==> config.mk <==
export PLATFORM = sky130hd
export DESIGN_NAME = state_machine_flat
export DESIGN_NICKNAME = d
export VERILOG_FILES = /design/src/rtl/state_machine_if.sv /design/src/rtl/state_machine.sv /design/src/flat_wrapper.sv
export SDC_FILE = /design/constraint.sdc
export NUM_CORES = 1
export LEC_CHECK = 0
export ABC_AREA = 1
export CAP_MARGIN = 20
export CORE_AREA = 2 2 39 41
export DETAILED_ROUTE_END_ITERATION = 7
export DIE_AREA = 0 0 41 43
export PLACE_DENSITY = 0.38
export SLEW_MARGIN = 10
export SYNTH_ARGS = -nofsm -noshare
export SYNTH_HDL_FRONTEND = slang
export SYNTH_SLANG_ARGS = --single-unit
==> constraint.sdc <==
create_clock -name CLK -period 1.1 [get_ports CLK]
set_input_delay 0.33 -clock CLK [delete_from_list [all_inputs] [get_ports CLK]]
set_output_delay 0.33 -clock CLK [all_outputs]
set_load 0.005 [all_outputs]
==> src/rtl/state_machine_if.sv <==
// Bit-serial adder link: operand bits and word control in, registered sum/carry out.
interface state_machine_if;
  logic start;
  logic A;
  logic B;
  logic CIN;
  logic S;
  logic COUT;

  modport master (output start, output A, output B, output CIN, input S, input COUT);
  modport slave  (input start, input A, input B, input CIN, output S, output COUT);
endinterface

==> src/rtl/state_machine.sv <==
// Bit-serial full adder: LSB-first operands, inter-bit carry held as FSM state.
module state_machine (
  input  logic            CLK,
  input  logic            rst,
  input  logic            NRST,
  state_machine_if.slave  bus
);

  localparam logic [1:0] IDLE = 2'b00;
  localparam logic [1:0] C0   = 2'b01;
  localparam logic [1:0] C1   = 2'b10;

  logic [1:0] state_q, state_d;
  logic       s_q, s_d;
  logic       cout_q, cout_d;
  logic       carryIn;
  logic       legal;

  always_comb begin
    carryIn = 1'b0;
    legal   = 1'b1;
    case (state_q)
      IDLE:    carryIn = bus.CIN;
      C0:      carryIn = 1'b0;
      C1:      carryIn = 1'b1;
      default: legal   = 1'b0;
    endcase
  end

  // Clear beats start; COUT is only dropped by a clear so the word's carry stays visible.
  always_comb begin
    state_d = IDLE;
    s_d     = 1'b0;
    cout_d  = cout_q;
    if (!NRST || !legal) begin
      cout_d = 1'b0;
    end else if (bus.start) begin
      s_d     = bus.A ^ bus.B ^ carryIn;
      cout_d  = (bus.A & bus.B) | (bus.A & carryIn) | (bus.B & carryIn);
      state_d = cout_d ? C1 : C0;
    end
  end

  always_ff @(posedge CLK or posedge rst) begin
    if (rst) begin
      state_q <= IDLE;
      s_q     <= 1'b0;
      cout_q  <= 1'b0;
    end else begin
      state_q <= state_d;
      s_q     <= s_d;
      cout_q  <= cout_d;
    end
  end

  assign bus.S    = s_q;
  assign bus.COUT = cout_q;

endmodule

==> src/flat_wrapper.sv <==
// flat-port wrapper written by rule: the top's interface ports become plain ports
module state_machine_flat 
  (CLK, rst, NRST, bus_start, bus_A, bus_B, bus_CIN, bus_S, bus_COUT);
  state_machine_if bus_i ();
  input  logic CLK;
  input  logic rst;
  input  logic NRST;
  input wire logic [$bits(bus_i.start)-1:0] bus_start;
  input wire logic [$bits(bus_i.A)-1:0] bus_A;
  input wire logic [$bits(bus_i.B)-1:0] bus_B;
  input wire logic [$bits(bus_i.CIN)-1:0] bus_CIN;
  output wire logic [$bits(bus_i.S)-1:0] bus_S;
  output wire logic [$bits(bus_i.COUT)-1:0] bus_COUT;
  assign bus_i.start = bus_start;
  assign bus_i.A = bus_A;
  assign bus_i.B = bus_B;
  assign bus_i.CIN = bus_CIN;
  assign bus_S = bus_i.S;
  assign bus_COUT = bus_i.COUT;
  state_machine u_core (.CLK(CLK), .rst(rst), .NRST(NRST), .bus(bus_i));
endmodule
==> results of run 1 <==
[critical path: stages]
cell and delay, ns:
clkdlybuf4s50_1 0.42, fa_1 0.52, nand2_1 0.05, nor2_1 0.09
[synth_stat cells]
cell type  count
a21oi_2        1
dfrtp_1        4
fa_1           1
inv_1          2
nand2_1        4
nand2_2        1
nand3_1        1
nor2_1         5
[worst paths after layout]
kind / to / startpoint / slack (ns)
worst max register to register: u_core.bus.S / u_core.state_q[1] / -0.12
worst max-delay path: u_core.bus.S / bus_A / -0.14
max in group asynchronous: u_core.bus.COUT / rst / 0.67
min in group CLK: u_core.bus.COUT / u_core.bus.COUT / 0.54
worst min register to register: u_core.bus.COUT / u_core.bus.COUT / 0.54
worst min-delay path: u_core.bus.S / rst / 0.28
[power breakdown]
part,internal [W],leakage [nW],switching (W)
registers,0.000157,0.0537,0.00000367
clock network,0.000122,0.0138,0.0000618
logic,0.0000322,0.0764,0.0000271
total,0.000311,0.144,0.0000926
[cells by family (layout without fill, tap and decap cells)]
logic type	Yosys count	in the layout	share of synthesized area
simple gates	11	11	0.248
compound gates	1	1	0.0483
fa+ha+maj	1	1	0.110
flops	4	4	0.552
buf+inv	2	13	0.0414
[layer usage]
metal,share of wire,GRT usage,routed length [um],vias up
met5,0,0,0,-
met4,0,0.0200,0,0
met3,0.16,0.0628,60,0
met2,0.31,0.0625,118,11
met1,0.53,0.0691,198,64
li1,-,-,-,79
[state kept, by name (all words and copies together) (netlist names)]
register	flops
u_core.bus.COUT	1
u_core.bus.S	1
u_core.state_q	2
[layout make-up]
cell class	count	area share
Clock buffer	3	0.0773
Inverter	2	0.0258
Multi-Input combinational cell	13	0.253
Sequential cell	4	0.343
Tap cell	16	0.0687
Timing Repair Buffer	8	0.232
[repair_timing]
| action | in CTS | in global routing |
|---|---|---|
| pin swaps | 3 | 5 |
| endpoints found under the setup margin | 6 | 5 |
| resized for setup | 8 | 1 |
[metrics by stage]
step	setup slack, ns	instances	setup TNS, ns	instance area (um2)
floorplan	-0.0271	19	-0.0671	181
global placement	-0.514	43	-1.89	282
detailed placement	-0.511	43	-1.87	282
CTS	-0.149	46	-0.448	297
global route	-0.170	46	-0.570	292
finish	-0.144	46	-0.425	292
==> impl_metrics.py, run 1 <==
metrics = {
    "logic_synthesis": {
        "yosysTopAreaCell": "dfrtp_1",
        "ys.warnings.count": 0,
        "ys_seq_area_frac": 0.552,
        "synth_area_leaders": "dfrtp_1 (55%), fa_1 (11%), nor2_1 (10%)",
        "synth_seq_cells": 4,
        "avgSynthCellArea_um2": 9.55,
        "netlist_instances": 19,
        "synthesis.nets": 27,
        "netlist-cell-type-count": 8,
        "syn_area_um2": 181,
        "synth_top_area_share": 0.552,
    },
    "route": {
        "wl_per_cell_um": 8.20,
        "drc_errors": 0,
        "via_per_inst": 3.35,
        "final_antenna_net_count": 0,
        "drtIter0Drc": 4,
        "dr_total_vias": 154,
        "wirelength_um": 377,
        "firstDrtPassIters": 4,
    },
    "timing": {
        "drv_slew": 0,
        "worst_slew_pin_slew_ns": 0.166,
        "fmax_mhz": 804,
        "rsz0062_at_grt": "yes",
        "fin_ws_ns": -0.144,
        "post-route-min-period_ns": 1.24,
        "holdWs_ns": 0.280,
        "finalCritPeriodShare": 1.13,
        "final-hold-violation-count": 0,
        "setup_viol": 4,
        "finalClockSkew_ns": 0.00164,
        "slew_headroom": 0.889,
    },
    "power": {
        "finalPower_w": 0.000404,
        "peakVddDrop_uv": 567,
        "leakage_nw": 0.144,
        "pwr_density_cell_nw_per_um2": 1380,
    },
    "worst_setup_path": {
        "cp_data_required_time_ns": 1.26,
        "path_class": "primary input to flip-flop",
        "rr_worst_depth": 5,
        "critPathMaxFanout": 1,
        "crit_arrival_ns": 1.41,
        "start_kind": "primary input",
        "cp-end-kind": "flip-flop",
    },
    "grt": {
        "track_usage": 0.0566,
        "gr-total-overflow": 0,
        "antenna_found_initial": 0,
        "grt_start_max_net_pins": 5,
        "grt_pass1_vias": 158,
        "grt_pass1_wl_um": 621,
    },
    "placed_design": {
        "place_congestion": 0.614,
        "dp_hpwl_um": 280,
        "placement.io_buffers": 8,
    },
    "clocking": {
        "holdBufCountCts": 0,
        "clkLatencyLatePin_ns": 0.23,
        "cts_setup_buffers": 0,
        "cts_tree": "built",
        "clk_pin_slew_ns": 0.04,
        "cts_max_path_buffers": 2,
        "cts_made_buffers": 3,
        "cts.sinks": 4,
        "cts_max_level": 1,
        "clock_tree.root_cell": "clkbuf_4",
    },
    "run_status": {
        "status": "finished with violations",
        "failed_checks": "negative setup slack",
    },
    "floorplanning": {
        "rows": 14,
        "fp.coreArea_um2": 1380,
        "die_x_um": 41,
        "die_area_um2": 1760,
        "fp.dieH_um": 43,
        "start_util": 0.131,
        "io_pins": 9,
    },
    "layout": {
        "register_area_um2": 100,
        "nNetsFinal": 40,
        "nFillCells": 155,
        "postLayoutCoreUtil": 0.211,
        "diodes": 0,
        "multi_input_area_um2": 73.8,
        "layout-drive-gt1-share": 0.233,
        "final_common_cell": "nor2_1",
        "area_delta_synth_final_pct": 60.7,
        "layout_common_cells": "nor2_1 (5), nand2_1 (4), clkdlybuf4s50_1 (4), dfrtp_1 (4), clkbuf_4 (3)",
    },
    "hold_path": {
        "hold_path.class": "primary input to async pin",
    },
    "job": {
        "maxCapViolations": 0,
    },
}
(Power assumes the default switching activity.)
==> run 2, diff against run 1 <==
Settings changed: PLACE_DENSITY 0.38 to not set.
==> run 2 against run 1 <==
The flow still finishes with violations (negative setup slack); non-clock buffer count is the same; sequential share of layout area is 0.29 points lower; total power shrank 0.52%; core utilization is 0.18 points higher; clock power hardly changed; clock-buffer cell count unchanged; die area unchanged; setup slack better by 0.033 ns; cell area grew 0.86%; combinational power decreased by 2%; largest power group unchanged.
==> impl_metrics.py, run 2 (synthesis results as in run 1) <==
metrics = {
    "clocking": {
        "clkLatencyLatePin_ns": 0.24,
        "holdBufCountCts": 0,
        "cts.sinks": 4,
        "cts_made_buffers": 3,
        "cts_tree": "built",
        "clk_pin_slew_ns": 0.04,
        "cts_max_level": 1,
        "cts_max_path_buffers": 2,
        "cts_setup_buffers": 0,
        "clock_tree.root_cell": "clkbuf_4",
    },
    "worst_setup_path": {
        "timing.rr.start": "u_core.state_q[1]",
        "path_depth": 5,
        "cp-end-kind": "flip-flop",
        "crit_chain": "nor2_1 > nor2_1 > fa_1 > nand2_1 > nor2_1",
        "slowest_delay_ns": 0.48,
        "crit_arrival_ns": 1.37,
        "r2r-end": "u_core.bus.S",
        "rr_worst_depth": 5,
        "path_class": "flip-flop to flip-flop",
        "critPathMostFrequentCell": "nor2_1",
        "critPathMaxFanout": 2,
        "path_delay_family": "adder cells",
        "critPathSlowestCell": "fa_1",
        "reg2reg_slack_ns": -0.11,
        "start_kind": "flip-flop",
        "cp-startpoint": "u_core.state_q[1]",
        "cp_data_required_time_ns": 1.26,
        "path_buf_inv": 0,
    },
    "floorplanning": {
        "die_area_um2": 1760,
        "die_x_um": 41,
        "rows": 14,
        "io_pins": 9,
        "start_util": 0.131,
        "fp.coreArea_um2": 1380,
        "fp.dieH_um": 43,
    },
    "grt": {
        "grt_pass1_vias": 163,
        "grt_pass1_wl_um": 586,
        "antenna_found_initial": 0,
        "gr-total-overflow": 0,
        "grt_start_max_net_pins": 5,
        "track_usage": 0.0623,
    },
    "route": {
        "dr_wl_met3_um": 50,
        "routed-wl-met2_um": 167,
        "firstDrtPassIters": 1,
        "wl_met1_um": 159,
        "routed.top_layer": "met3",
        "dr_total_vias": 159,
        "final_antenna_net_count": 0,
        "drc_errors": 0,
        "via_per_inst": 3.46,
        "wirelength_um": 378,
        "drtIter0Drc": 0,
        "wl_per_cell_um": 8.22,
    },
    "timing": {
        "finalCritPeriodShare": 1.10,
        "final-hold-violation-count": 0,
        "rsz0062_at_grt": "yes",
        "finalClockSkew_ns": 0.00592,
        "slew_headroom": 0.899,
        "setup_viol": 3,
        "fmax_mhz": 826,
        "worst_slew_pin_slew_ns": 0.151,
        "fin_ws_ns": -0.111,
        "post-route-min-period_ns": 1.21,
        "holdWs_ns": 0.280,
        "drv_slew": 0,
    },
    "layout": {
        "diodes": 0,
        "area_delta_synth_final_pct": 62.1,
        "final_cell_count_no_fill": 46,
        "postLayoutCoreUtil": 0.212,
        "nNetsFinal": 40,
        "final_common_cell": "nor2_1",
        "largest_register": "u_core.state_q",
        "largest_reg_flops": 2,
        "nFillCells": 158,
        "layout-drive-gt1-share": 0.233,
        "layout_common_cells": "nor2_1 (5), nand2_1 (4), dfrtp_1 (4), clkbuf_4 (3), clkdlybuf4s50_1 (3)",
    },
    "placed_design": {
        "placement.io_buffers": 8,
        "place_congestion": 0.563,
        "pre_cts_slack_ns": -0.525,
        "place_inst": 43,
        "dp_hpwl_um": 283,
    },
    "power": {
        "peakVddDrop_uv": 346,
        "pwr_density_cell_nw_per_um2": 1370,
        "leakage_nw": 0.153,
    },
    "run_status": {
        "failed_checks": "negative setup slack",
        "status": "finished with violations",
    },
    "hold_path": {
        "hold_path.class": "primary input to async pin",
    },
    "job": {
        "maxCapViolations": 0,
    },
}
-- run 2: cell count changes in the layout (fill, tap and decap cells not counted), sizes merged --
cell,change
dlymetal6s2s,+1
clkdlybuf4s50,-1
-- run 2: repair_timing --
action	4_1_cts	5_1_grt
resized for setup	8	2
endpoints found under the setup margin	6	5
pin swaps	4	4
-- run 2: area by class of cell --
type	count	area [um2]	share of cell area
clock buffer	3	22.5	0.0766
tap	16	20.0	0.0681
sequential	4	100	0.340
multi-input combinational	13	73.8	0.251
inverter	2	7.51	0.0255
timing repair buffer	8	70.1	0.238
-- run 2: stage by stage --
stage                     TNS [ns]  area, um2  power [W]
after CTS                   -0.554        297   0.000418
after floorplan            -0.0671        181   0.000188
final                       -0.245        294   0.000402
after global placement       -1.86        282   0.000229
after global routing        -0.414        294   0.000435
after detailed placement     -1.90        282   0.000230
-- run 2: worst max-delay path by stage --
stage | endpoint | slack, ns
after global placement | u_core.bus.S | -0.51
after CTS | u_core.bus.S | -0.19
after floorplan | u_core.bus.S | -0.03
after detailed placement | u_core.bus.S | -0.53
final | u_core.bus.S | -0.11
after global routing | u_core.bus.S | -0.17
-- run 2: where the power goes --
group          switching, W  internal, W  leakage, nW
registers        0.00000386     0.000157       0.0537
logic             0.0000266    0.0000315       0.0855
clock network     0.0000607     0.000122       0.0138
total             0.0000912     0.000310        0.153
-- run 2: layer usage --
layer  up-vias  GRT usage
met5         -          0
met4         0     0.0800
met3         0     0.0628
met2         7     0.0719
met1        72     0.0484
li1         80          -
==> run 3, diff against run 2 <==
Settings changed: SETUP_SLACK_MARGIN set to 0.05.
==> run 3 against run 2 <==
The flow still finishes with violations (negative setup slack); fmax fell by 2.7%; flip-flop and latch count unchanged; via count unchanged; cell area up 1.7%; largest power group unchanged; clock power is 2% higher; critical path depth shrank 1.
==> impl_metrics.py, run 3 (synthesis results as in run 1) <==
metrics = {
    "run_status": {
        "status": "finished with violations",
        "failed_checks": "negative setup slack",
    },
    "layout": {
        "area_delta_synth_final_pct": 64.8,
        "final_common_cell": "nor2_1",
        "largest_register": "u_core.state_q",
        "layout-drive-gt1-share": 0.258,
        "largest_reg_flops": 2,
        "nFillCells": 162,
        "diodes": 0,
        "nNetsFinal": 41,
        "fin_area_um2": 299,
        "layout_common_cells": "nor2_1 (5), nand2_1 (4), clkdlybuf4s50_1 (4), dfrtp_1 (4), clkbuf_4 (3)",
    },
    "grt": {
        "antenna_found_initial": 0,
        "track_usage": 0.0565,
        "grt_start_max_net_pins": 5,
        "grt_pass1_vias": 155,
        "gr-total-overflow": 0,
        "grt_pass1_wl_um": 538,
    },
    "power": {
        "sequentialPowerShare": 0.391,
        "leakage_nw": 0.150,
        "peakVddDrop_uv": 484,
        "p_comb_frac": 0.151,
        "pwr_density_cell_nw_per_um2": 1370,
        "swShare": 0.233,
        "switchingPower_w": 0.0000956,
        "p_int_w": 0.000314,
        "pwr-share-clk": 0.457,
    },
    "timing": {
        "slew_headroom": 0.900,
        "drv_slew": 0,
        "rsz0062_at_grt": "yes",
        "worst_slew_pin_slew_ns": 0.149,
        "post-route-min-period_ns": 1.24,
        "fin_ws_ns": -0.144,
        "final-hold-violation-count": 0,
        "fmax_mhz": 804,
        "setup_viol": 4,
        "finalClockSkew_ns": 0.00549,
        "setup_tns_ns": -0.435,
        "finalCritPeriodShare": 1.13,
    },
    "floorplanning": {
        "die_x_um": 41,
        "fp.coreArea_um2": 1380,
        "rows": 14,
        "die_area_um2": 1760,
        "io_pins": 9,
        "fp.dieH_um": 43,
        "start_util": 0.131,
    },
    "route": {
        "final_antenna_net_count": 0,
        "drc_errors": 0,
        "wirelength_um": 372,
        "via_per_inst": 3.38,
        "dr_total_vias": 159,
        "drtIter0Drc": 2,
        "firstDrtPassIters": 2,
        "wl_per_cell_um": 7.91,
    },
    "placed_design": {
        "pre_cts_slack_ns": -0.527,
        "placement.io_buffers": 8,
        "place_congestion": 0.632,
        "place_area_um2": 282,
    },
    "clocking": {
        "cts.sinks": 4,
        "cts_made_buffers": 3,
        "clk_pin_slew_ns": 0.04,
        "cts_tree": "built",
        "clkLatencyLatePin_ns": 0.24,
        "clock_tree.root_cell": "clkbuf_4",
        "cts_max_level": 1,
        "cts_max_path_buffers": 2,
    },
    "worst_setup_path": {
        "cp-end-kind": "flip-flop",
        "critPathSlowestCell": "fa_1",
        "slowest_delay_ns": 0.52,
        "reg2reg_slack_ns": -0.12,
        "critPathMaxFanout": 1,
        "start_kind": "primary input",
        "crit_arrival_ns": 1.41,
        "path_class": "primary input to flip-flop",
        "cp_data_required_time_ns": 1.26,
        "crit_chain": "clkdlybuf4s50_1 > fa_1 > nand2_1 > nor2_1",
    },
    "hold_path": {
        "hold_path.class": "primary input to async pin",
    },
    "job": {
        "maxCapViolations": 0,
    },
}
run 3: cell count changes in the layout (fill, tap and decap cells not counted), sizes merged:
cell           change
clkdlybuf4s50      +1
dlymetal6s2s       -1
buf                +1
run 3: area by class of cell:
| class | instances | area (um2) | area share |
|---|---|---|---|
| sequential | 4 | 100 | 0.335 |
| timing repair buffer | 9 | 75.1 | 0.251 |
| multi-input combinational | 13 | 73.8 | 0.247 |
| clock buffer | 3 | 22.5 | 0.0753 |
| tap | 16 | 20.0 | 0.0669 |
| inverter | 2 | 7.51 | 0.0251 |
run 3: metrics by stage:
stage / hold WS, ns / instances / power, W / util
after floorplan: 0.0961 / 19 / 0.000188 / -
after global placement: 0.524 / 43 / 0.000229 / 0.203
after detailed placement: 0.528 / 43 / 0.000230 / 0.203
after CTS: 0.269 / 46 / 0.000419 / 0.214
after global routing: 0.296 / 47 / 0.000433 / 0.216
final: 0.269 / 47 / 0.000410 / 0.216
run 3: repair_timing:
action / 4_1_cts / 5_1_grt
setup endpoints to repair: 6 / 5
buffers inserted: 0 / 1
pin swaps: 3 / 4
hold buffers: 0 / 0
cloned: 0 / 0
gates resized for setup: 8 / 1
run 3: worst paths after layout:
check	to	startpoint	depth (start not counted)
setup / recovery	u_core.bus.S	bus_A	4
hold / removal	u_core.bus.COUT	rst	2
setup reg to reg	u_core.bus.S	u_core.state_q[1]	5
hold reg to reg	u_core.state_q[0]	u_core.state_q[0]	3
max in group asynchronous	u_core.bus.S	rst	2
min in group CLK	u_core.state_q[0]	u_core.state_q[0]	3
run 3: worst max-delay path, delay by kind of cell:
family	cells	cell delay, ns
buffers and inverters	1	0.42
adder cells (fa/ha/maj)	1	0.52
AND/OR/NAND/NOR	2	0.14
run 3: power by group through the flow:
stage | clock network [W] | registers (W) | logic, W
floorplan | 0 | 0.000162 | 0.0000260
global placement | 0 | 0.000162 | 0.0000669
detailed placement | 0 | 0.000162 | 0.0000674
CTS | 0.000197 | 0.000160 | 0.0000619
global route | 0.000204 | 0.000161 | 0.0000687
finish | 0.000187 | 0.000160 | 0.0000620
run 3: per-layer routing:
layer | track usage | vias up | part of all wire
li1 | - | 81 | -
met1 | 0.0521 | 69 | 0.41
met2 | 0.0594 | 9 | 0.43
met3 | 0.0628 | 0 | 0.16
met4 | 0.0600 | 0 | 0
met5 | 0 | - | 0
